`src/rtl/jpeg_zzrle_pkg.sv`:
```
// Shared types and constants for the zig-zag / run-length symbol generator.
package jpeg_zzrle_pkg;

  // Natural index (row*8+col) for each zig-zag scan position.
  localparam logic [5:0] ZZ [64] = '{
    6'd0,  6'd1,  6'd8,  6'd16, 6'd9,  6'd2,  6'd3,  6'd10,
    6'd17, 6'd24, 6'd32, 6'd25, 6'd18, 6'd11, 6'd4,  6'd5,
    6'd12, 6'd19, 6'd26, 6'd33, 6'd40, 6'd48, 6'd41, 6'd34,
    6'd27, 6'd20, 6'd13, 6'd6,  6'd7,  6'd14, 6'd21, 6'd28,
    6'd35, 6'd42, 6'd49, 6'd56, 6'd57, 6'd50, 6'd43, 6'd36,
    6'd29, 6'd22, 6'd15, 6'd23, 6'd30, 6'd37, 6'd44, 6'd51,
    6'd58, 6'd59, 6'd52, 6'd45, 6'd38, 6'd31, 6'd39, 6'd46,
    6'd53, 6'd60, 6'd61, 6'd54, 6'd47, 6'd55, 6'd62, 6'd63
  };

  typedef enum logic [2:0] {
    StIdle,
    StRead,
    StEval,
    StEmit,
    StZrl,
    StEob
  } state_e;

  typedef struct packed {
    logic        dc;
    logic [3:0]  run;
    logic [3:0]  size;
    logic [10:0] amp;
  } sym_t;

  localparam logic signed [16:0] DC_LIM = 17'sd2047;
  localparam logic signed [16:0] AC_LIM = 17'sd1023;

  function automatic logic signed [11:0] clamp12(input logic signed [16:0] v,
                                                 input logic signed [16:0] lim);
    logic signed [16:0] nlim;
    nlim = -lim;
    if (v > lim) begin
      return lim[11:0];
    end else if (v < nlim) begin
      return nlim[11:0];
    end else begin
      return v[11:0];
    end
  endfunction

endpackage

```
`src/rtl/jpeg_zzrle_vli.sv`:
```
// jpeg_vli: JPEG variable-length-integer size/amplitude of a 12-bit signed value.
module jpeg_vli (
  input  logic signed [11:0] v_i,
  output logic [3:0]         size_o,
  output logic [10:0]        amp_o
);

  logic [11:0] w_mag;
  logic [11:0] w_vm1;
  logic [11:0] w_mask;

  assign w_mag = v_i[11] ? -v_i : v_i;

  always_comb begin
    size_o = '0;
    for (int i = 0; i < 11; i++) begin
      if (w_mag[i]) size_o = 4'(i + 1);
    end
  end

  // Negative values carry the one's-complement form, trimmed to size bits.
  assign w_vm1  = v_i - 12'sd1;
  assign w_mask = (12'd1 << size_o) - 12'd1;
  assign amp_o  = v_i[11] ? (w_vm1[10:0] & w_mask[10:0]) : v_i[10:0];

endmodule

```
`src/rtl/jpeg_zzrle.sv`:
```
// jpeg_zzrle: zig-zag scan of one quantized 8x8 block into DC/AC/ZRL/EOB symbols.
// Define JPEG_ZZRLE_DCPRED_EN to code DC as a difference against the previous block.
module jpeg_zzrle
  import jpeg_zzrle_pkg::*;
#(
  parameter int unsigned COEF_W = 16
) (
  input  logic        clk_i,
  input  logic        rst_ni,
  input  logic        start_i,
  input  logic        dc_clr_i,
  output logic        busy_o,
  output logic        done_o,
  output logic        mem_en_o,
  output logic [4:0]  mem_addr_o,
  input  logic [31:0] mem_dat_i,
  output logic        sym_valid_o,
  input  logic        sym_ready_i,
  output logic        sym_dc_o,
  output logic [3:0]  sym_run_o,
  output logic [3:0]  sym_size_o,
  output logic [10:0] sym_amp_o
);

  state_e      r_state;
  logic [5:0]  r_idx;
  logic [5:0]  r_run;
  sym_t        r_sym;
  logic        r_valid;
  logic        r_busy;
  logic        r_done;
  logic        r_mem_en;
  logic [4:0]  r_mem_addr;
  logic [3:0]  r_ac_size;
  logic [10:0] r_ac_amp;

  logic                     w_sel;
  logic [4:0]               w_addr_nxt;
  logic signed [COEF_W-1:0] w_coef;
  logic signed [16:0]       w_coef_ext;
  logic [15:0]              w_pred;
  logic signed [16:0]       w_pred_ext;
  logic signed [16:0]       w_diff;
  logic                     w_is_dc;
  logic                     w_zero;
  logic signed [11:0]       w_vli_in;
  logic [3:0]               w_vli_size;
  logic [10:0]              w_vli_amp;
  logic                     w_hs;
  logic [5:0]               w_run_m16;

  assign w_sel      = ZZ[r_idx][0];
  assign w_addr_nxt = ZZ[r_idx + 6'd1][5:1];
  assign w_coef     = w_sel ? mem_dat_i[16 +: COEF_W] : mem_dat_i[0 +: COEF_W];
  assign w_coef_ext = {{(17 - COEF_W){w_coef[COEF_W-1]}}, w_coef};
  assign w_pred_ext = {w_pred[15], w_pred};
  assign w_diff     = w_coef_ext - w_pred_ext;
  assign w_is_dc    = (r_idx == 6'd0);
  assign w_zero     = (w_coef == '0);
  assign w_vli_in   = w_is_dc ? clamp12(w_diff, DC_LIM) : clamp12(w_coef_ext, AC_LIM);
  assign w_hs       = r_valid & sym_ready_i;
  assign w_run_m16  = r_run - 6'd16;

  jpeg_vli u_vli (
    .v_i    (w_vli_in),
    .size_o (w_vli_size),
    .amp_o  (w_vli_amp)
  );

`ifdef JPEG_ZZRLE_DCPRED_EN
  logic [15:0] r_pred;

  // A clear wins over the update so a scan restart never inherits a stale DC.
  always_ff @(posedge clk_i or negedge rst_ni) begin
    if (!rst_ni) begin
      r_pred <= '0;
    end else if (dc_clr_i) begin
      r_pred <= '0;
    end else if (r_state == StEval && w_is_dc) begin
      r_pred <= w_coef_ext[15:0];
    end
  end

  assign w_pred = r_pred;
`else
  logic w_unused_dc_clr;

  assign w_unused_dc_clr = dc_clr_i;
  assign w_pred          = '0;
`endif

  always_ff @(posedge clk_i or negedge rst_ni) begin
    if (!rst_ni) begin
      r_state    <= StIdle;
      r_idx      <= '0;
      r_run      <= '0;
      r_sym      <= '0;
      r_valid    <= 1'b0;
      r_busy     <= 1'b0;
      r_done     <= 1'b0;
      r_mem_en   <= 1'b0;
      r_mem_addr <= '0;
      r_ac_size  <= '0;
      r_ac_amp   <= '0;
    end else begin
      r_done   <= 1'b0;
      r_mem_en <= 1'b0;
      case (r_state)
        StIdle: begin
          if (start_i) begin
            r_state    <= StRead;
            r_idx      <= '0;
            r_run      <= '0;
            r_busy     <= 1'b1;
            r_mem_en   <= 1'b1;
            r_mem_addr <= '0;
          end
        end
        StRead: r_state <= StEval;
        StEval: begin
          if (w_is_dc) begin
            r_state <= StEmit;
            r_valid <= 1'b1;
            r_sym   <= '{dc: 1'b1, run: 4'd0, size: w_vli_size, amp: w_vli_amp};
          end else if (w_zero) begin
            r_run <= r_run + 6'd1;
            if (r_idx == 6'd63) begin
              r_state <= StEob;
              r_valid <= 1'b1;
              r_sym   <= '0;
            end else begin
              r_idx      <= r_idx + 6'd1;
              r_state    <= StRead;
              r_mem_en   <= 1'b1;
              r_mem_addr <= w_addr_nxt;
            end
          end else begin
            // Keep the coded value aside while any ZRL symbols go out first.
            r_ac_size <= w_vli_size;
            r_ac_amp  <= w_vli_amp;
            r_valid   <= 1'b1;
            if (r_run > 6'd15) begin
              r_state <= StZrl;
              r_sym   <= '{dc: 1'b0, run: 4'hf, size: 4'd0, amp: 11'd0};
            end else begin
              r_state <= StEmit;
              r_sym   <= '{dc: 1'b0, run: r_run[3:0], size: w_vli_size, amp: w_vli_amp};
            end
          end
        end
        StZrl: begin
          if (w_hs) begin
            r_run <= w_run_m16;
            if (w_run_m16 <= 6'd15) begin
              r_state <= StEmit;
              r_sym   <= '{dc: 1'b0, run: w_run_m16[3:0], size: r_ac_size, amp: r_ac_amp};
            end
          end
        end
        StEmit: begin
          if (w_hs) begin
            r_valid <= 1'b0;
            r_sym   <= '0;
            r_run   <= '0;
            if (r_idx == 6'd63) begin
              r_state <= StIdle;
              r_done  <= 1'b1;
              r_busy  <= 1'b0;
            end else begin
              r_idx      <= r_idx + 6'd1;
              r_state    <= StRead;
              r_mem_en   <= 1'b1;
              r_mem_addr <= w_addr_nxt;
            end
          end
        end
        StEob: begin
          if (w_hs) begin
            r_valid <= 1'b0;
            r_sym   <= '0;
            r_state <= StIdle;
            r_done  <= 1'b1;
            r_busy  <= 1'b0;
          end
        end
        default: r_state <= StIdle;
      endcase
    end
  end

  assign busy_o      = r_busy;
  assign done_o      = r_done;
  assign mem_en_o    = r_mem_en;
  assign mem_addr_o  = r_mem_addr;
  assign sym_valid_o = r_valid;
  assign sym_dc_o    = r_sym.dc;
  assign sym_run_o   = r_sym.run;
  assign sym_size_o  = r_sym.size;
  assign sym_amp_o   = r_sym.amp;

endmodule
```
`config.mk`:
```
export PLATFORM = sky130hd
export DESIGN_NAME = jpeg_zzrle
export DESIGN_NICKNAME = d
export VERILOG_FILES = /design/src/rtl/jpeg_zzrle_pkg.sv /design/src/rtl/jpeg_zzrle_vli.sv /design/src/rtl/jpeg_zzrle.sv
export SDC_FILE = /design/constraint.sdc
export NUM_CORES = 1
export LEC_CHECK = 0
export CORE_MARGIN = 2
export CORE_UTILIZATION = 30
export DETAILED_ROUTE_END_ITERATION = 16
export DONT_BUFFER_PORTS = 1
export GPL_TIMING_DRIVEN = 0
export PLACE_DENSITY = 0.56
export SYNTH_ARGS = -nofsm -noshare
export SYNTH_HDL_FRONTEND = slang
export SYNTH_SLANG_ARGS = --single-unit
```
`constraint.sdc`:
```
create_clock -name clk_i -period 5.4 [get_ports clk_i]
set_input_delay 0.54 -clock clk_i [delete_from_list [all_inputs] [get_ports clk_i]]
set_output_delay 0.54 -clock clk_i [all_outputs]
set_load 0.02 [all_outputs]
```
After elaboration in Yosys (flattened, before gate mapping)
Memories as Yosys holds them, arrays and structs flattened.
Cells that the tools add are included.
W data, S select, Z words.
- output and inout bits: 29
- bits in read-only memories: 768
- word-level logic and storage cells: 147
- memories: 2
- RAM bits: 0
- bits of input ports: 37
- flip-flop bits (word level): 59
- latch bits: 0
- muxes and demuxes: 78
- $lt $le $gt $ge: 8
- add/subtract/negate cells: 6
- multiply operators: 0
- shifts and indexed selects: 1
- reductions and logical operators: 16
- divide/modulo/power cells: 0
- bitwise gates (word level): 6
- equal/unequal tests: 16
- memory list (memory ; depth ; width ; rd ports ; clocked after memory_dff ; write ports ; RTL line ; text):
    (no name shown) ; 64 ; 6 ; 1 ; 0 ; 0 ; jpeg_zzrle.sv:53 ; assign w_addr_nxt = ZZ[r_idx + 6'd1][5:1];
    (no name shown) ; 64 ; 6 ; 1 ; 0 ; 0 ; jpeg_zzrle.sv:52 ; assign w_sel = ZZ[r_idx][0];
- operator list (operator ; number):
    $mux W20 ; 6
    $mux W6 ; 11
    $mux W12 ; 5
    $pmux W20 S3 ; 1
    $mux W3 ; 13
    $mux W5 ; 5
    $pmux W6 S4 ; 1
    $mux W11 ; 2
    $reduce_and A5 Y1 ; 4
    $mux W1 ; 19
    $mux W19 ; 1
    $pmux W3 S6 ; 1
    $pmux W6 S3 ; 1
    $gt A16 B11 Y1 const B ; 1
    $gt A16 B12 Y1 const B ; 1
    $logic_not A16 Y1 ; 1
    $lt A16 B11 Y1 const B ; 1
    $lt A16 B12 Y1 const B ; 1
    $mux W16 ; 1
    $mux W4 ; 4
    $ne A2 B2 Y1 const B ; 8
    $pmux W5 S3 ; 1
    $ge A7 B7 Y1 const B ; 2
    $not A6 Y7 ; 2
    28 further kinds ; 38

Logic depth before layout (Yosys ltp)
Gate-level depths: netlist of run 1.
- depth after elaboration: 30
- gate-level depth with buffers: 28
- depth with buffers taken out: 23

Cells and area by module
A second synthesis of run 1 with hierarchy kept.
- cell total of the unflattened synthesis: 670
- area total of the unflattened synthesis: 5373.9 µm²
- modules (own cells, without submodules) (module ; sequential area each (µm²) ; times used ; cells each ; area an instance (µm²)):
    jpeg_zzrle ; 1476.4 ; 1 ; 500 ; 4276.6
    jpeg_vli ; 0.0 ; 1 ; 170 ; 1097.3

Worst setup path before layout of run 1
No wires, ideal clock.
- path kind: reg-to-reg
- start point: register r_idx[0]
- end point: register r_ac_amp[4]
- arrival time: 5.569 ns
- buffers on the path: 3
- data required time: 5.318 ns
- period minus slack after synthesis: 5.651 ns
- stages on the path, launching flop included: 24
- setup time: 0.082 ns
- setup slack: -0.251 ns
- path through: dfrtp_1 -> buf_2 -> inv_1 -> ha_1 -> nor4b_2 -> a211oi_2 -> o21a_1 -> nor2_1 -> mux2_4 -> inv_1 -> ha_1 -> nand3_1 -> or4b_1 -> buf_2 -> o41ai_2 -> xor2_1 -> a21oi_1 -> a32oi_2 -> nand2_1 -> ha_1 -> buf_2 -> or4b_1 -> a221o_1 -> a31oi_1
- word-level cells in the longest chain between the ends: 26
- elaborated cells between the ends (all ways): 37
- those cells by class: add/sub (3); order compare (4); shift (1); mux (21); bitwise (4); reduce/logical (3); memory (1)
- ends and longest elaborated chain (element ; RTL line ; text):
    from (decl) ; jpeg_zzrle.sv:26 ; logic [5:0] r_idx;
    from (signal assigned) ; jpeg_zzrle.sv:132 ; r_idx <= r_idx + 6'd1;
    from (signal assigned) ; jpeg_zzrle.sv:170 ; r_idx <= r_idx + 6'd1;
    $not A6 Y7 (not written as such) ; jpeg_zzrle.sv:52 ;
    $mem_v2 Z64 W6 ; -- ;
    $mux W1 (not written as such) (2 in series) ; jpeg_zzrle.sv:52 ;
    $mux W16 ; jpeg_zzrle.sv:54 ; assign w_coef = w_sel ? mem_dat_i[16 +: COEF_W] : mem_dat_i[0 +: COEF_W];
    $lt A16 B11 Y1 or $lt A16 B12 Y1 (tied branches) ; jpeg_zzrle_pkg.sv:41 ; end else if (v < nlim) begin
    $mux W12 ; jpeg_zzrle_pkg.sv:41 ;
    $mux W12 ; jpeg_zzrle_pkg.sv:39 ; if (v > lim) begin
    $mux W12 ; jpeg_zzrle.sv:60 ; assign w_vli_in = w_is_dc ? clamp12(w_diff, DC_LIM) : clamp12(w_coef_ext, AC_LIM);
    [2 not listed] ; -- ;
    $mux W1 ; jpeg_zzrle_vli.sv:17 ; if (w_mag[i]) size_o = 4'(i + 1);
    $mux W2 (2 in series) ; jpeg_zzrle_vli.sv:17 ;
    $mux W3 (4 in series) ; jpeg_zzrle_vli.sv:17 ;
    $mux W4 (4 in series) ; jpeg_zzrle_vli.sv:17 ;
    $shl A1 B4 Y11 ; jpeg_zzrle_vli.sv:23 ; assign w_mask = (12'd1 << size_o) - 12'd1;
    $sub A11 B1 Y11 ; jpeg_zzrle_vli.sv:23 ;
    $and A11 B11 Y11 ; jpeg_zzrle_vli.sv:24 ; assign amp_o = v_i[11] ? (w_vm1[10:0] & w_mask[10:0]) : v_i[10:0];
    $mux W11 ; jpeg_zzrle_vli.sv:24 ;
    to (signal assigned) ; jpeg_zzrle.sv:140 ; r_ac_amp <= w_vli_amp;
    to (decl) ; jpeg_zzrle.sv:35 ; logic [10:0] r_ac_amp;
Several ways; a longest one is shown, not always the timed one. The select of a mux whose other input is x is not followed.
A chain may end at the register's enable or synchronous reset.

Worst setup path after layout of run 1
Same ends and word-level chain as after synthesis.

==> flow_summary_export.csv, run 1 <==
group,metric,value,unit
sta,layout_setup_ws,0.1395,ns
routing,ant_nets,0,
synth,synth-async-reset-ratio,100.0,%
grt,grt_pass1_vias,5815,
sta,clock.fmax,0.1901,GHz
floorplan,std_cell_rows,50,
layout,area_growth,19.84,%
layout,n_antenna_cell,0,
routing,drc,0,
layout,stdcell_area,6908,um2
placed_design,port-buffer-count,0,
sta,post-route-min-period,5.260,ns
sta,rsz0062_at_grt,"yes",
synth,ys_seq_area_share,25.61,%
layout,final_nets,848,
grt,grt_usage,18.70,%
grt,grt_max_degree,60,
synth,yosysWarnings,0,
floorplan,die_width,142.6,um
sta,fin_setup_tns,0,ns
placed_design,place_congestion,0.8699,
sta,slew_headroom,44.82,%
floorplan,die_area,20340,um2
placed_design,place_ws,-0.9539,ns
routing,first_pass_iters,5,
synth,synth.avg_cell_area,7.665,um2
placed_design,dp_hpwl,13.96,mm
layout,layout_commonest_cell,"nor2_1",
sta,finalSetupViolCount,0,
grt,grt_pass1_wl,30.91,mm
synth,synth_edf_count,0,
setup_path,cp-start-kind,"flop",
synth,synth.area.mux_share,4.775,%
sta,maxSlewViolCount,0,
floorplan,start_util,30.71,%
clocking,cts.sinks,59,
placed_design,placed_area,6106,um2
clocking,cts_root_buf,"clkbuf_16",
grt,grt_antenna_before_repair,0,
sta,hold_viol_final,0,
synth,synth-simple-area-share,26.92,%
setup_path,regToRegSetupSlack,0.14,ns
setup_path,cp-end-kind,"flop",
setup_path,worstPathArrival,5.50,ns
grt,grt-ovfl-total,0,
synth,synth_top_family_by_area,"compound AO/OA/AOI/OAI gates",
synth,synth-xor-area-share,2.583,%
sta,fin_skew,0.009469,ns
clocking,clockBufferDepth,2,
routing,detail_route.wl_per_cell,18.50,um
status,status,"completed",
setup_path,criticalPathCategory,"flop to flop",
routing,num_vias,6180,
synth,synth.ff_latch_count,59,
synth,synth_area,5764,um2
clocking,cts_tree,"built",
synth,synth_compound_area_share,30.65,%
synth,syn-instance-count,752,
synth,synth-main-ff-cell,"dfrtp_1",
run,cap_violations,0,
synth,synth_fa_ha_area_share,4.124,%
clocking,clk_pin_slew_worst_paths,0.06,ns
routing,vias_per_cell,5.994,
floorplan,io_pins,66,
clocking,insertion_delay,0.33,ns
floorplan,die_y,142.6,um
setup_path,critPathRequiredTime,5.64,ns
sta,fin_crit_sh,97.42,%
synth,syn_nets,808,
clocking,cts-htree-levels,3,
layout,drive_gt1_share,18.44,%
synth,yosysUniqueCellTypes,89,
setup_path,cp_max_fo,10,
layout,final_cell_mix,"nor2_1 (88), nand2_1 (73), o21ai_0 (57), dfrtp_1 (57), a21oi_1 (45)",
sta,worst_pin_slew,0.8046,ns
routing,drt-initial-drc-count,587,
routing,postRouteWirelength,19.08,mm
clocking,cts_buffers,9,
hold_path,hp-class,"input port to async pin",
floorplan,core,18770,um2
-- logic make-up (layout without fill, tap and decap cells) --
family,count (synthesis),in the layout
and+or+nand+nor,312,312
AOI/OAI and AO/OA,254,254
buffers and inverters,69,114
DFF,59,59
muxes,22,22
adders and majority gates,19,19
xor gates and xnor gates,17,17
-- stage by stage --
step           hold WS, ns  cells  utilization [%]
3_3_place_gp        0.2457    986            32.53
2_1_floorplan       0.2444    752                -
6_report           0.06095   1031            36.81
5_1_grt            0.08160   1031            36.81
4_1_cts            0.08281   1023            35.95
3_5_place_dp        0.2462    986            32.53
-- final timing paths --
check | startpoint | to | depth (start not counted)
worst min register to register | r_ac_amp[2] | r_ac_amp[2] | 2
worst min-delay path | rst_ni | mem_addr_o[0] | 1
worst max-delay path | r_idx[0] | r_ac_amp[4] | 22
min in group clk_i | start_i | busy_o | 2
max in group asynchronous | rst_ni | r_idx[1] | 1
worst max register to register | r_idx[0] | r_ac_amp[4] | 22
-- routing by layer --
layer  routed length (um)  up-vias  GRT usage [%]
li1                     -     2931              -
met1                 8822     2967          26.07
met2                 8478      258          29.30
met3                 1496       24          4.158
met4                  277        0          4.742
met5                    0        -              0
-- worst max-delay path, cell delays in order (launching register included) --
cell and delay (ns):
dfrtp_2 0.40, buf_4 0.14, ha_4 0.14, inv_1 0.09, o311a_4 0.38, o21a_4 0.23, buf_4 0.18, o21ai_4 0.17
o41ai_4 0.12, nor2_2 0.16, ha_2 0.19, nand3_1 0.07, or4b_4 0.52, buf_6 0.15, nor2_4 0.11, a21oi_2 0.09
o211a_1 0.30, nor4_4 0.35, nand2_2 0.11, ha_4 0.21, or4b_1 0.52, a221o_1 0.35, a31oi_1 0.18
-- flip-flops by register name, indices dropped and copies added, names as in the netlist, 3 cells and up --
register,cells
mem_addr_o,5
r_ac_size,4
r_run,6
r_ac_amp,11
sym_amp_o,11
sym_run_o,4
r_idx,6
r_state,3
sym_size_o,4
-- synthesized netlist by cell type, types with 4 or more instances --
library cell	number	share of area [%]
dfrtp_1	59	26
nor3_1	33	2.9
nand2_1	75	4.9
o31ai_1	5	0.65
nor4_1	15	1.6
a22oi_1	7	0.91
buf_6	4	0.78
a211oi_1	9	1.2
mux2_2	10	2.0
nand3_1	33	2.9
a31oi_1	14	1.5
o21ai_1	7	0.61
o41ai_1	4	0.61
o22ai_1	9	0.98
a41oi_1	4	0.61
a221oi_1	4	0.61
xnor2_1	10	1.5
clkbuf_1	29	1.9
or3_1	6	0.65
and3_1	12	1.3
nand3b_1	4	0.52
mux2i_1	8	1.4
a21oi_1	48	4.2
a2bb2oi_1	5	0.76
inv_1	24	1.6
nand2b_1	4	0.43
a32oi_1	6	0.91
o31a_1	6	0.91
a21o_1	8	1.0
o21a_1	8	1.0
o211ai_1	5	0.65
ha_1	19	4.1
xor2_1	7	1.1
o21ai_0	60	5.2
nand4_1	8	0.87
buf_2	9	0.78
nor2_1	91	5.9
-- layout make-up --
type	instances	area [um2]
fill	1960	11860
tap	234	292.8
clock inverter	7	53.80
multi-input combinational	624	4267
buffer	42	230.2
clock buffer	9	225.2
inverter	24	96.34
sequential	59	1479
timing repair buffer	32	264.0
-- timing repair --
action                                 in CTS  in global routing
pin swaps                                  15                 14
endpoints found under the hold margin      59                  0
setup endpoints to repair                  14                 13
setup buffers                              22                  8
resized for setup                          40                 24
hold buffers                                1                  0
Power of run 1 is left out: the tool's default activity adds up to more than one toggle a clock period on the data nets, which glitch-free logic cannot reach.
==> run 2, diff against run 1 <==
--- a/config.mk
+++ b/config.mk
@@ -5,6 +5,7 @@
 export SDC_FILE = /design/constraint.sdc
 export NUM_CORES = 1
 export LEC_CHECK = 0
+export ABC_AREA = 1
 export CORE_MARGIN = 2
 export CORE_UTILIZATION = 30
 export DETAILED_ROUTE_END_ITERATION = 16
==> run 2 against run 1 <==
Effect of this change:
- non-clock buffer count fell by 22
- cell count rose by 4.2%
- via count decreased by 15%
- flip-flop and latch count stayed put
- die area shrank 8.2%
- worst hold slack better by 0.014 ns
- global-route usage fell by 2.3 points
- synthesized area shrank 8.4%
==> flow_summary_export.csv, run 2 <==
group,metric,value,unit
clocking,insertion_delay,0.33,ns
placed_design,dp_hpwl,11.32,mm
setup_path,critPathRequiredTime,5.62,ns
routing,postRouteWirelength,15.02,mm
clocking,cts_buffers,9,
sta,fin_crit_sh,93.22,%
placed_design,dp_cells,1027,
setup_path,slowest_stage,"dfrtp_1",
synth,yosysWarnings,0,
floorplan,die_y,136.6,um
synth,ys_top_cells_by_area,"dfrtp_1 (28%), nand2_1 (16%), inv_1 (7.2%)",
floorplan,die_area,18670,um2
layout,drive_gt1_share,18.63,%
setup_path,criticalPathCategory,"flop to flop",
power,intPower,0.8630,mW
grt,grt.busiest_layer,"met2",
setup_path,worstPathArrival,5.25,ns
power,power_frac_clock,49.3,%
setup_path,cp_max_fo,10,
floorplan,std_cell_rows,48,
placed_design,port-buffer-count,0,
power,power_density,190.9,nW/um2
synth,yosysTopAreaCell,"dfrtp_1",
layout,final_nets,899,
sta,hold_viol_final,0,
clocking,clk_pin_slew_worst_paths,0.06,ns
clocking,cts.sinks,59,
routing,first_pass_iters,5,
power,peakVddDrop,0.0001476,V
grt,grt_use_met3,1.926,%
sta,fin_setup_tns,0,ns
layout,multi_input_area,3407,um2
floorplan,core,17240,um2
clocking,cts-htree-levels,3,
grt,grt_util_met1,23.67,%
grt,grt_antenna_before_repair,1,
synth,syn-instance-count,802,
clocking,cts_root_buf,"clkbuf_16",
layout,final_cell_mix,"nand2_1 (211), inv_1 (97), nor2_1 (70)",
power,p_switching,0.3379,mW
synth,synth_common_cells,"nand2_1 (219), inv_1 (101), nor2_1 (71), dfrtp_1 (59), nand3_1 (58)",
setup_path,cp-end-kind,"flop",
grt,grt-ovfl-total,0,
synth,synth-async-reset-ratio,100.0,%
routing,vias_per_cell,4.897,
synth,synth.top_cell.area_share,27.98,%
sta,clock.fmax,0.1987,GHz
layout,regArea,1478,um2
floorplan,die_width,136.6,um
routing,ant_nets,0,
status,status,"completed",
setup_path,cp-start-kind,"flop",
sta,worst_pin_slew,0.7888,ns
grt,grt_pass1_vias,4903,
synth,ys_seq_area_share,27.98,%
grt,grt_max_degree,60,
sta,finalSetupViolCount,0,
grt,grt_pass1_wl,24.75,mm
floorplan,io_pins,66,
floorplan,start_util,30.62,%
placed_design,place_congestion,0.8997,
clocking,cts_tree,"built",
power,power_frac_seq,36.9,%
synth,syn_nets,858,
layout,fin_cells,1074,
synth,synth-main-ff-cell,"dfrtp_1",
clocking,clockBufferDepth,2,
sta,post-route-min-period,5.034,ns
hold_path,hp-class,"input port to async pin",
setup_path,crit_path_frequent_cell,"nand2_1",
layout,area_growth,19.18,%
layout,nFillCells,1841,
sta,slew_headroom,47.22,%
routing,num_vias,5259,
routing,drt-initial-drc-count,371,
grt,grt_usage,16.44,%
routing,drc,0,
run,cap_violations,0,
power,combinationalPowerShare,13.7,%
synth,synth.avg_cell_area,6.581,um2
setup_path,max_stage_delay,0.38,ns
synth,yosysUniqueCellTypes,50,
grt,use_met2,25.89,%
layout,layout_commonest_cell,"nand2_1",
routing,detail_route.wl_per_cell,13.99,um
power,p_leak,3.079,nW
power,p_sw_share,28.14,%
sta,fin_skew,0.008616,ns
synth,synth.ff_latch_count,59,
synth,synthMostInstantiatedCell,"nand2_1",
synth,synth_edf_count,0,
sta,maxSlewViolCount,0,
synth,synth_area,5278,um2
run 2: cell types whose count changed after synthesis, moves of 19 or more:
cell | previous run | this run
nor3_1 | 33 | 11
nor2_1 | 91 | 71
clkbuf_1 | 29 | 10
a21oi_1 | 48 | 25
nand2_2 | 2 | 23
nand3_1 | 33 | 58
inv_1 | 24 | 101
nand2_1 | 75 | 219
run 2: area by class of cell:
cell class	count	share of cell area, %
diodes	1	0.03979
plain buffers	23	2.308
clock buffers	9	3.581
clock inverters	7	1.273
inverters	113	6.883
multi-input cells	608	54.17
flip-flops and latches	59	23.49
well taps	225	4.476
repair buffers	29	3.780
run 2: metal layers:
metal  vias up  share of wire [%]
met5         -                  0
met4         0                1.3
met3        15                3.9
met2       138                 45
met1      2406                 50
li1       2700                  -
run 2: worst max-delay path, delay by kind of cell (launching register included):
| family | cells | cell delay (ns) |
|---|---|---|
| DFF | 1 | 0.38 |
| AOI/OAI and AO/OA | 1 | 0.20 |
| adders and majority gates | 3 | 0.72 |
| buffers and inverters | 7 | 0.72 |
| and+or+nand+nor | 31 | 2.89 |
run 2: power by group through the flow:
stage               clock (mW)  combinational, mW  sequential, mW
floorplan                    0              0.105           0.452
global placement             0              0.131           0.452
detailed placement           0              0.132           0.452
CTS                      0.600              0.145           0.444
global route             0.619              0.187           0.443
finish                   0.592              0.165           0.444
run 2: path summary, 6_finish.rpt:
kind                                end  cells after the start   startpoint  slack (ns)
setup / recovery           sym_amp_o[4]                     42     r_idx[0]        0.37
hold / removal             sym_amp_o[5]                      1       rst_ni        0.07
setup reg to reg           sym_amp_o[4]                     42     r_idx[0]        0.37
hold reg to reg             r_ac_amp[4]                      2  r_ac_amp[4]        0.48
max in group asynchronous      r_idx[1]                      1       rst_ni        5.06
min in group clk_i               busy_o                      2      start_i        0.35
run 2: through the flow:
| stage | power (mW) | hold slack (ns) | util, % | setup slack [ns] | area (um2) |
|---|---|---|---|---|---|
| 6_report | 1.201 | 0.07473 | 36.49 | 0.3663 | 6290 |
| 5_1_grt | 1.249 | 0.09069 | 36.49 | -0.1052 | 6290 |
| 4_1_cts | 1.188 | 0.08312 | 34.47 | 0.03261 | 5941 |
| 3_5_place_dp | 0.5836 | 0.2469 | 32.25 | -0.3006 | 5559 |
| 3_3_place_gp | 0.5831 | 0.2471 | 32.25 | -0.3113 | 5559 |
| 2_1_floorplan | 0.5571 | 0.2444 | - | 0.6718 | 5278 |
run 2: logic make-up (layout without fill, tap and decap cells):
family / after synthesis / after routing / synth area share [%]
DFF: 59 / 59 / 27.98
buffers and inverters: 136 / 181 / 10.53
AOI/OAI and AO/OA: 138 / 138 / 16.36
xor gates and xnor gates: 8 / 8 / 1.328
other: 0 / 1 / 0
and+or+nand+nor: 442 / 443 / 39.31
adders and majority gates: 19 / 19 / 4.505
run 2: timing repair:
item | in CTS | in global routing
buffers inserted | 3 | 24
hold buffers | 1 | 0
endpoints found under the hold margin | 59 | 0
pin swaps | 0 | 15
resized for setup | 7 | 37
setup endpoints to repair | 11 | 13
cloned | 0 | 2
Power figures use the tool's default switching activity.
==> run 3, diff against run 2 <==
--- a/config.mk
+++ b/config.mk
@@ -11,7 +11,7 @@
 export DETAILED_ROUTE_END_ITERATION = 16
 export DONT_BUFFER_PORTS = 1
 export GPL_TIMING_DRIVEN = 0
-export PLACE_DENSITY = 0.56
+export PLACE_DENSITY = 0.55
 export SYNTH_ARGS = -nofsm -noshare
 export SYNTH_HDL_FRONTEND = slang
 export SYNTH_SLANG_ARGS = --single-unit
==> constraint.sdc (replaced) <==
create_clock -name clk_i -period 5.1 [get_ports clk_i]
set_input_delay 0.51 -clock clk_i [delete_from_list [all_inputs] [get_ports clk_i]]
set_output_delay 0.51 -clock clk_i [all_outputs]
set_load 0.02 [all_outputs]
==> run 3 against run 2 <==
Effect of this change:
- clock skew shrank 0.0032 ns
- largest power group unchanged
- count of clock-buffer cells in the layout unchanged
- combinational power increased by 16%
- worst setup slack got worse by 0.23 ns
- worst hold slack worse by 0.027 ns
- via count grew 2.6%
- highest routed layer unchanged
- sequential share of layout area down 1.1 points
==> flow_summary_export.csv, run 3 (synthesis results as in run 2) <==
group,metric,value,unit
setup_path,path_buf_inv,7,
run,cap_violations,0,
setup_path,crit_path_frequent_cell,"nand2_1",
power,peakVddDrop,0.0002842,V
layout,final_cell_mix,"nand2_1 (195), inv_1 (97), nor2_1 (66)",
routing,ant_nets,0,
layout,final_nets,911,
grt,grt_pass1_vias,4930,
grt,grt_pass1_wl,25.32,mm
routing,first_pass_iters,5,
setup_path,cp-start-kind,"flop",
power,power_density,199.7,nW/um2
layout,fin_util,38.36,%
layout,area_growth,25.30,%
routing,num_vias,5395,
floorplan,die_y,136.6,um
clocking,clk_pin_slew_worst_paths,0.06,ns
layout,n_antenna_cell,0,
layout,regArea,1478,um2
floorplan,io_pins,66,
sta,fin_skew,0.005433,ns
setup_path,critPathRequiredTime,5.35,ns
clocking,cts_buffers,9,
clocking,cts.sinks,59,
grt,grt_max_degree,60,
sta,maxSlewViolCount,0,
grt,grt_antenna_before_repair,0,
placed_design,port-buffer-count,0,
setup_path,crit_start,"r_idx[0]",
setup_path,worstPathArrival,5.21,ns
setup_path,cp-end-kind,"flop",
clocking,cts_root_buf,"clkbuf_16",
routing,detail_route.wl_per_cell,14.52,um
clocking,insertion_delay,0.33,ns
routing,drc,0,
setup_path,criticalPathCategory,"flop to flop",
routing,vias_per_cell,4.972,
sta,finalSetupViolCount,0,
setup_path,cp_max_fo,7,
floorplan,start_util,30.62,%
layout,nFillCells,1767,
clocking,cts-htree-levels,3,
layout,drive_gt1_share,23.14,%
clocking,cts_tree,"built",
sta,layout_setup_ws,0.1386,ns
sta,post-route-min-period,4.961,ns
sta,worst_pin_slew,0.7756,ns
routing,drt-initial-drc-count,482,
layout,multi_input_area,3563,um2
status,status,"completed",
floorplan,core,17240,um2
placed_design,place_congestion,0.9200,
placed_design,dp_hpwl,11.42,mm
hold_path,hp-class,"input port to async pin",
setup_path,max_stage_delay,0.36,ns
setup_path,cp_top_family,"simple AND/OR/NAND/NOR gates",
routing,postRouteWirelength,15.76,mm
clocking,clockBufferDepth,2,
sta,fin_crit_sh,97.28,%
layout,layout_commonest_cell,"nand2_1",
power,p_leak,3.197,nW
grt,grt-ovfl-total,0,
setup_path,regToRegStartpoint,"r_idx[0]",
grt,grt_usage,16.91,%
floorplan,std_cell_rows,48,
sta,rsz0062_at_grt,"yes",
sta,slew_headroom,48.10,%
sta,clock.fmax,0.2016,GHz
sta,hold_viol_final,0,
floorplan,die_width,136.6,um
placed_design,place_ws,-0.6254,ns
floorplan,die_area,18670,um2
setup_path,slowest_stage,"dfrtp_1",
run 3: cell count changes in the layout (fill, tap and decap cells not counted), sizes merged:
cell / before / now
buf: 42 / 52
clkinv: 3 / 6
inv: 113 / 110
clkbuf: 19 / 21
bufinv: 1 / 2
clkinvlp: 3 / 2
diode: 1 / 0
run 3: through the flow:
step           cells  area, um2  setup TNS (ns)  power [mW]  hold slack [ns]
2_1_floorplan    802       5278               0      0.5898           0.2144
3_3_place_gp    1027       5559          -5.301      0.6180           0.2172
3_5_place_dp    1027       5559          -5.424      0.6191           0.2165
4_1_cts         1059       6147               0       1.312          0.05462
5_1_grt         1085       6613          -2.272       1.377          0.05695
6_report        1085       6613               0       1.321          0.04762
run 3: layer usage:
metal	part of all wire, %	track usage (%)	vias to the layer above
met2	45	26.28	165
met1	48	24.30	2497
met4	1.5	4.861	0
li1	-	-	2720
met5	0	0	-
met3	4.9	2.370	13
run 3: area by class of cell:
class / count / area share, %
Inverter: 113 / 6.566
Sequential cell: 59 / 22.35
Clock buffer: 9 / 3.406
Tap cell: 225 / 4.257
Clock inverter: 7 / 1.514
Buffer: 23 / 2.195
Timing Repair Buffer: 41 / 5.828
Multi-Input combinational cell: 608 / 53.89
run 3: path summary, 6_finish.rpt:
check / endpoint / slack, ns / cells past startpoint
setup / recovery: sym_amp_o[1] / 0.14 / 37
min in group clk_i: busy_o / 0.32 / 2
setup reg to reg: sym_amp_o[1] / 0.14 / 37
hold / removal: sym_size_o[0] / 0.05 / 1
hold reg to reg: r_ac_amp[4] / 0.48 / 2
max in group asynchronous: r_idx[1] / 4.77 / 1
run 3: timing repair:
action                     in CTS  in global routing
pin swaps                       9                 46
gates resized for setup        24                 62
cloned                          0                  3
hold buffers                    1                  0
hold endpoints to repair       59                  0
buffers inserted               15                 23
setup endpoints to repair      14                 17
run 3: where the power goes:
part | leakage, nW | total [mW] | internal (mW) | switching (mW)
clock network | 0.160 | 0.660 | 0.431 | 0.228
registers | 0.731 | 0.470 | 0.469 | 0.000709
logic | 2.31 | 0.191 | 0.0673 | 0.123
